==> src/rtl/serial_rx_module.sv <==
// 8N1 UART receiver: deserialises rxd into bytes, flags bad stop bits and
// decodes ASCII '1'..'5' into the 3-bit scale setting.
module serial_rx_module #(
  parameter int CLK_HZ = 50_000_000,
  parameter int BAUD   = 9600
) (
  input  logic       clk,
  input  logic       reset_n,
  input  logic       rxd,
  output logic [7:0] data,
  output logic       valid,
  output logic       frame_err,
  output logic [2:0] scale,
  output logic       scale_upd,
  output logic [2:0] state_dbg
);

  localparam int DIV  = CLK_HZ / BAUD;
  localparam int HALF = DIV / 2;
  localparam int CW   = $clog2(DIV);

  localparam logic [CW-1:0] DIV_LAST  = CW'(DIV - 1);
  localparam logic [CW-1:0] HALF_LAST = CW'(HALF - 1);

  typedef enum logic [2:0] {
    S_IDLE  = 3'd0,
    S_START = 3'd1,
    S_DATA  = 3'd2,
    S_STOP  = 3'd3,
    S_BREAK = 3'd4
  } state_t;

  state_t        state, state_n;
  logic [CW-1:0] cnt, cnt_n;
  logic [2:0]    bidx, bidx_n;
  logic [7:0]    shreg, shreg_n;
  logic [7:0]    data_n;
  logic          valid_n;
  logic          frame_err_n;
  logic          rx_meta, rx_s;
  logic          scale_hit;

  // Output strobes: valid, frame_err and scale_upd are single-cycle pulses with
  // no back-pressure; data and scale are held until the next pulse rewrites them.

  always_ff @(posedge clk) begin
    if (reset_n) begin
      rx_meta <= 1'b1;
      rx_s    <= 1'b1;
    end else begin
      rx_meta <= rxd;
      rx_s    <= rx_meta;
    end
  end

  always_ff @(posedge clk) begin
    if (reset_n) begin
      state     <= S_IDLE;
      cnt       <= '0;
      bidx      <= '0;
      shreg     <= '0;
      data      <= '0;
      valid     <= 1'b0;
      frame_err <= 1'b0;
    end else begin
      state     <= state_n;
      cnt       <= cnt_n;
      bidx      <= bidx_n;
      shreg     <= shreg_n;
      data      <= data_n;
      valid     <= valid_n;
      frame_err <= frame_err_n;
    end
  end

  always_comb begin
    state_n     = state;
    cnt_n       = cnt;
    bidx_n      = bidx;
    shreg_n     = shreg;
    data_n      = data;
    valid_n     = 1'b0;
    frame_err_n = 1'b0;
    case (state)
      S_IDLE: begin
        cnt_n = '0;
        if (!rx_s) state_n = S_START;
      end
      S_START: begin
        // Half-bit wait puts every later sample near bit centre.
        if (cnt == HALF_LAST) begin
          cnt_n = '0;
          if (!rx_s) begin
            state_n = S_DATA;
            bidx_n  = '0;
          end else begin
            state_n = S_IDLE;
          end
        end else begin
          cnt_n = cnt + CW'(1);
        end
      end
      S_DATA: begin
        if (cnt == DIV_LAST) begin
          cnt_n   = '0;
          shreg_n = {rx_s, shreg[7:1]};
          if (bidx == 3'd7) state_n = S_STOP;
          else              bidx_n  = bidx + 3'd1;
        end else begin
          cnt_n = cnt + CW'(1);
        end
      end
      S_STOP: begin
        if (cnt == DIV_LAST) begin
          cnt_n = '0;
          if (rx_s) begin
            data_n  = shreg;
            valid_n = 1'b1;
            state_n = S_IDLE;
          end else begin
            frame_err_n = 1'b1;
            state_n     = S_BREAK;
          end
        end else begin
          cnt_n = cnt + CW'(1);
        end
      end
      S_BREAK: begin
        // A held-low line reports once, then waits for the line to recover.
        cnt_n = '0;
        if (rx_s) state_n = S_IDLE;
      end
      default: begin
        state_n = S_IDLE;
        cnt_n   = '0;
      end
    endcase
  end

  always_comb begin
    scale_hit = valid && (data >= 8'h31) && (data <= 8'h35);
  end

  always_ff @(posedge clk) begin
    if (reset_n) begin
      scale     <= 3'd1;
      scale_upd <= 1'b0;
    end else begin
      scale_upd <= scale_hit;
      if (scale_hit) scale <= data[2:0];
    end
  end

  assign state_dbg = state;

endmodule

==> config.mk <==
export PLATFORM = sky130hd
export DESIGN_NAME = serial_rx_module
export DESIGN_NICKNAME = d
export VERILOG_FILES = /design/src/rtl/serial_rx_module.sv
export SDC_FILE = /design/constraint.sdc
export NUM_CORES = 1
export LEC_CHECK = 0
export CAP_MARGIN = 20
export CORE_MARGIN = 8
export CORE_UTILIZATION = 59
export CTS_CLUSTER_DIAMETER = 150
export DETAILED_ROUTE_END_ITERATION = 8
export GPL_TIMING_DRIVEN = 0
export PLACE_DENSITY = 0.83
export SYNTH_ARGS = -nofsm -noshare
export SYNTH_HDL_FRONTEND = slang
export SYNTH_SLANG_ARGS = --single-unit
==> constraint.sdc <==
create_clock -name clk -period 5.25 [get_ports clk]
set_clock_uncertainty 0.1 [all_clocks]
set_input_delay 1.575 -clock clk [delete_from_list [all_inputs] [get_ports clk]]
set_output_delay 1.575 -clock clk [all_outputs]
set_load 0.01 [all_outputs]
* Word-level counts from Yosys, hierarchy flattened
Cells that the tools add are included.
** Cells by class
- Reduce and logical (&&, ||, !) cells :: 10
- Multiplexer cells :: 19
- Add/sub/neg operators :: 2
- Eq/ne operators :: 15
- Magnitude comparators :: 2
- Bitwise operators :: 2
** Operator list (number)
- $mux 3 :: 11
- $mux 13 :: 2
- $pmux 13 s2 :: 1
- $ne 2x2->1 const B :: 8
- $pmux 3 s5 :: 1
- $add 13x1->13 const B :: 1
- $eq 13x12->1 const B :: 1
- $eq 13x13->1 const B :: 1
- $ge 8x6->1 const B :: 1
- $le 8x6->1 const B :: 1
- $eq 3x2->1 const B :: 2
- $eq 3x3->1 const B :: 2
- $pmux 3 s2 :: 1
- $reduce_and 6->1 :: 1
- $reduce_and 5->1 :: 1
- $add 3x1->3 const B :: 1
- $eq 3x1->1 const B :: 1
- $logic_not 3->1 :: 1
- $reduce_and 3->1 :: 1
- $reduce_or 3->1 :: 1
- $logic_and 1x1->1 :: 2
- $mux 1 :: 2
- $mux 2 :: 1
- $not 1->1 :: 2
- other kinds (3) :: 3
** Word-level totals
- Word-level logic and storage cells :: 61
- Output and inout port bits :: 17
- Flip-flop bits (word level) :: 43

* Depth between registers and ports, before layout
- Word-level depth :: 4
- Mapped depth :: 7
- Gate-level depth less buffers :: 6

* Least setup slack after synthesis
OpenSTA, ideal clock, no wires.
- Path kind :: flip-flop to flip-flop
- Start point :: register cnt[0]
- End point :: register data[0]
- Stages on the path, launching flop included :: 8
- Path slack :: 2.855 ns
- Library setup time :: 0.128 ns
- Arrival time :: 2.167 ns
- Data required time :: 5.022 ns
- Cell sequence :: dfxtp_1 ha_1 or3b_4 or4_4 nor4b_2 buf_4 mux2i_1 nor2_1
** Between the ends
- Cells in the longest elaborated chain, start to end :: 2
** RTL lines
- start, declared :: RTL line 34 : logic [CW-1:0] cnt, cnt_n;
- start signal, assigned :: RTL line 67 : cnt <= cnt_n;
- $eq 13x13->1 :: RTL line 114 : if (cnt == DIV_LAST) begin
- $reduce_and 3->1 (no source line)
- end signal, assigned :: RTL line 70 : data <= data_n;
- end, declared :: RTL line 10 : output logic [7:0] data,
No other way between the ends.
A chain may end at the register's enable or synchronous reset.

* Worst setup path after layout
- Start point :: register data[2]
- End point :: output data[2]
No word-level cell between the ends.

==> impl_summary.log <==
INFO  metric worst-endpoint-required = 3580 ps
INFO  metric top_ff_cell_synth = sky130_fd_sc_hd__dfxtp_1
INFO  metric detail_route.iter0.violations = 71
INFO  metric synthesis.instances = 190
INFO  metric worst_hold_startpoint = rx_meta
INFO  metric drc = 0
INFO  metric nFillCells = 257
INFO  metric clk_latency = 360 ps
INFO  metric synth_sequential_area_ratio = 47.25%
INFO  metric synth.area.top_cells = sky130_fd_sc_hd__dfxtp_1 47%, sky130_fd_sc_hd__mux2i_1 11%, sky130_fd_sc_hd__nor2_1 8.0%
INFO  metric report.final.hold_viol_count = 0
INFO  metric place_congestion = 0.8251
INFO  metric cts-htree-levels = 2
INFO  metric most_instantiated_library_cell_after_synthesis = sky130_fd_sc_hd__dfxtp_1
INFO  metric maxSlewViolCount = 0
INFO  metric grt_pass1_vias = 1,374
INFO  metric timing.max_cap.violations = 0
INFO  metric dieWidth = 71.57 um
INFO  metric vias_per_cell = 5.596
INFO  metric synth.avg_cell_area = 9.588 um2
INFO  metric flop_and_latch_count_out_of_synthesis = 43
INFO  metric final.min_clock_period = 3048 ps
INFO  metric synth_nets = 196
INFO  metric insertedDiodeCount = 0
INFO  metric power-per-cell-area = 261.6 nW/um2
INFO  metric port-buffer-count = 19
INFO  metric setup_viol = 0
INFO  metric netlist.top_cell.by_area = sky130_fd_sc_hd__dfxtp_1
INFO  metric final_min_period_over_clock_period = 58.06%
INFO  metric crit_arrival = 1370 ps
INFO  metric floorplan.die.height = 71.57 um
INFO  metric synth.cells.most_frequent = 43 x sky130_fd_sc_hd__dfxtp_1, 39 x sky130_fd_sc_hd__nor2_1, 20 x sky130_fd_sc_hd__mux2i_1
INFO  metric r2r_slack = 2610 ps
INFO  metric die_ar = 5122 um2
INFO  metric maximum_resistive_drop_on_vdd = 191.0 uV
INFO  metric num-nets-final = 222
INFO  metric ys.warnings.count = 0
INFO  metric endpoint_kind = output pin
INFO  metric critical_path.n_buffers_inverters = 1
INFO  metric power.leakage = 0.7360 nW
INFO  metric cts_resized = 0
INFO  metric critical_path_class = reg2out
INFO  metric cp_slowest_stage_delay = 580 ps
INFO  metric ordered_list_of_cells_on_the_worst_path = clkdlybuf4s50_1
INFO  metric path_length_in_cells_of_the_critical_path = 1
INFO  metric crit_fanout = 5
INFO  metric final_antenna_net_count = 0
INFO  metric cts_hold_buffers = 0
INFO  metric cpMaxStageDelayCell = sky130_fd_sc_hd__clkdlybuf4s50_1
INFO  metric wl = 3689 um
INFO  metric critical_path_origin = data[2]
INFO  metric outcome = finished clean
INFO  metric drt-pass1-iter-count = 4
INFO  metric total_global_routing_track_utilization = 14.82%
INFO  metric initial_core_util = 60.67%
INFO  metric overall_via_count_from_detail_route = 1,399
INFO  metric fraction_of_registers_with_async_set_or_reset_after_synthesis = 0%
INFO  metric grt_first_pass_wirelength = 6085 um
INFO  metric mappedNetlistArea = 1822 um2
INFO  metric ctsLongestPathBuffers = 2
INFO  metric clock_sink_count = 43
INFO  metric number_of_antenna_violations_at_the_first_check_in_global_routing = 0
INFO  metric ratio_of_cells_with_drive_above_1_in_the_final_layout = 9.677%
INFO  metric min-delay-path-class = reg2reg
INFO  metric cts_tree = done
INFO  metric critical_path.startpoint_type = flop
INFO  metric yosys.area.top_type_share = 47.25%
INFO  metric timing.rr.end = data[0]
INFO  metric netlist-cell-type-count = 39
INFO  metric buffer_count_from_post_cts_setup_fixing = 0
INFO  metric worst_slew_margin_rel = 58.74%
INFO  metric detailed_place_hpwl = 2675 um
INFO  metric cts_clock_pin_slew_for_the_worst_setup_and_hold_paths = 120 ps
INFO  metric ios = 20
INFO  metric timing_worst_slew_pin_value = 613.9 ps
INFO  metric setup.worst_path.end = data[2]
INFO  metric achievable-frequency = 328.0 MHz
INFO  metric cts-root-buf = sky130_fd_sc_hd__clkbuf_4
INFO  metric row_cnt = 20
INFO  metric r2r-start = cnt[0]
INFO  metric globalRouteOverflowTotal = 0
INFO  metric r2r_cells = 7
INFO  metric floorplan.core_area = 3003 um2
INFO  metric cts-buffers-inserted = 5
INFO  metric syn_to_final_growth = 17.44%
INFO  metric crit_family = buffers and inverters
INFO  metric timing.setup.tns = 0 ps
INFO  metric synth_edf_count = 0
INFO  metric avgRoutedWirePerCell = 14.76 um
INFO  metric fin_total_pwr = 0.0005597 W
INFO  metric grt_start_max_net_pins = 14
INFO  metric unrepaired_setup_endpoints_after_global_routing = false
## power by group
part	internal (W)	switching, W	leakage (nW)
registers	0.000327	0.000000827	0.347
clock network	0.000113	0.000107	0.0482
logic	0.00000480	0.00000696	0.341
## area by class of cell
class | instances | area, um2 | share of cell area, %
multi-input combinational | 135 | 908.4 | 42.46
buffer | 9 | 41.29 | 1.930
tap | 33 | 41.29 | 1.930
sequential | 43 | 860.8 | 40.23
clock buffer | 6 | 51.30 | 2.398
timing repair buffer | 19 | 190.2 | 8.889
inverter | 3 | 11.26 | 0.5263
clock inverter | 2 | 35.03 | 1.637
## through the flow
stage	util (%)	cells	setup WS, ps	instance area (um2)	hold slack, ps
final	71.25	250	2202	2140	322.3
after global routing	71.25	250	2153	2140	353.5
after CTS	71.25	250	2193	2140	324.8
after detailed placement	68.38	242	2056	2053	294.5
after global placement	68.38	242	2090	2053	295.0
after floorplan	-	190	2855	1822	289.5
## kinds of logic after synthesis
logic type | count (synthesis) | synth area share [%]
adders and majority gates | 3 | 2.061
AOI/OAI and AO/OA | 12 | 4.809
buffers and inverters | 12 | 2.885
DFF | 43 | 47.25
and+or+nand+nor | 89 | 26.72
muxes | 20 | 10.99
xor gates and xnor gates | 11 | 5.288
## flip-flops by register name (all words and copies together) (netlist names)
signal     count
cnt           13
data           8
shreg          8
bidx           3
scale          3
state_dbg      3
frame_err      1
rx_meta        1
rx_s           1
scale_upd      1
valid          1
## how the worst min path moves through the flow
stage / slack (ps) / to / depth (start not counted)
after global placement: 300 / rx_s / 1
final: 320 / rx_s / 1
after floorplan: 290 / rx_s / 1
after CTS: 320 / rx_s / 1
after detailed placement: 290 / rx_s / 1
after global routing: 350 / rx_s / 1
## cell usage in the layout (no fill, tap or decap), types with 2 or more instances in the layout
cell type                         instances
sky130_fd_sc_hd__mux2i_1                 20
sky130_fd_sc_hd__or3b_2                   2
sky130_fd_sc_hd__nand3_1                  3
sky130_fd_sc_hd__a21oi_1                  3
sky130_fd_sc_hd__clkdlybuf4s50_1         19
sky130_fd_sc_hd__and3_1                   5
sky130_fd_sc_hd__nand4_1                  4
sky130_fd_sc_hd__inv_1                    3
sky130_fd_sc_hd__and2_1                   2
sky130_fd_sc_hd__clkbuf_1                 7
sky130_fd_sc_hd__clkbuf_4                 5
sky130_fd_sc_hd__ha_1                     3
sky130_fd_sc_hd__and4_1                   2
sky130_fd_sc_hd__nor2_1                  39
sky130_fd_sc_hd__buf_4                    2
sky130_fd_sc_hd__nand2b_1                 5
sky130_fd_sc_hd__or2_2                    3
sky130_fd_sc_hd__nor3_1                   3
sky130_fd_sc_hd__o32ai_1                  2
sky130_fd_sc_hd__xor2_1                   7
sky130_fd_sc_hd__xnor2_1                  4
sky130_fd_sc_hd__nor4b_1                  2
sky130_fd_sc_hd__dfxtp_1                 43
sky130_fd_sc_hd__nand2_1                  9
## metal layers
layer / up-vias / part of all wire (%) / track usage, %
li1: 709 / - / -
met1: 667 / 46 / 16.83
met2: 18 / 49 / 24.80
met3: 5 / 3.8 / 5.300
met4: 0 / 1.1 / 5.669
met5: - / 0 / 0
Power figures use the tool's default switching activity.
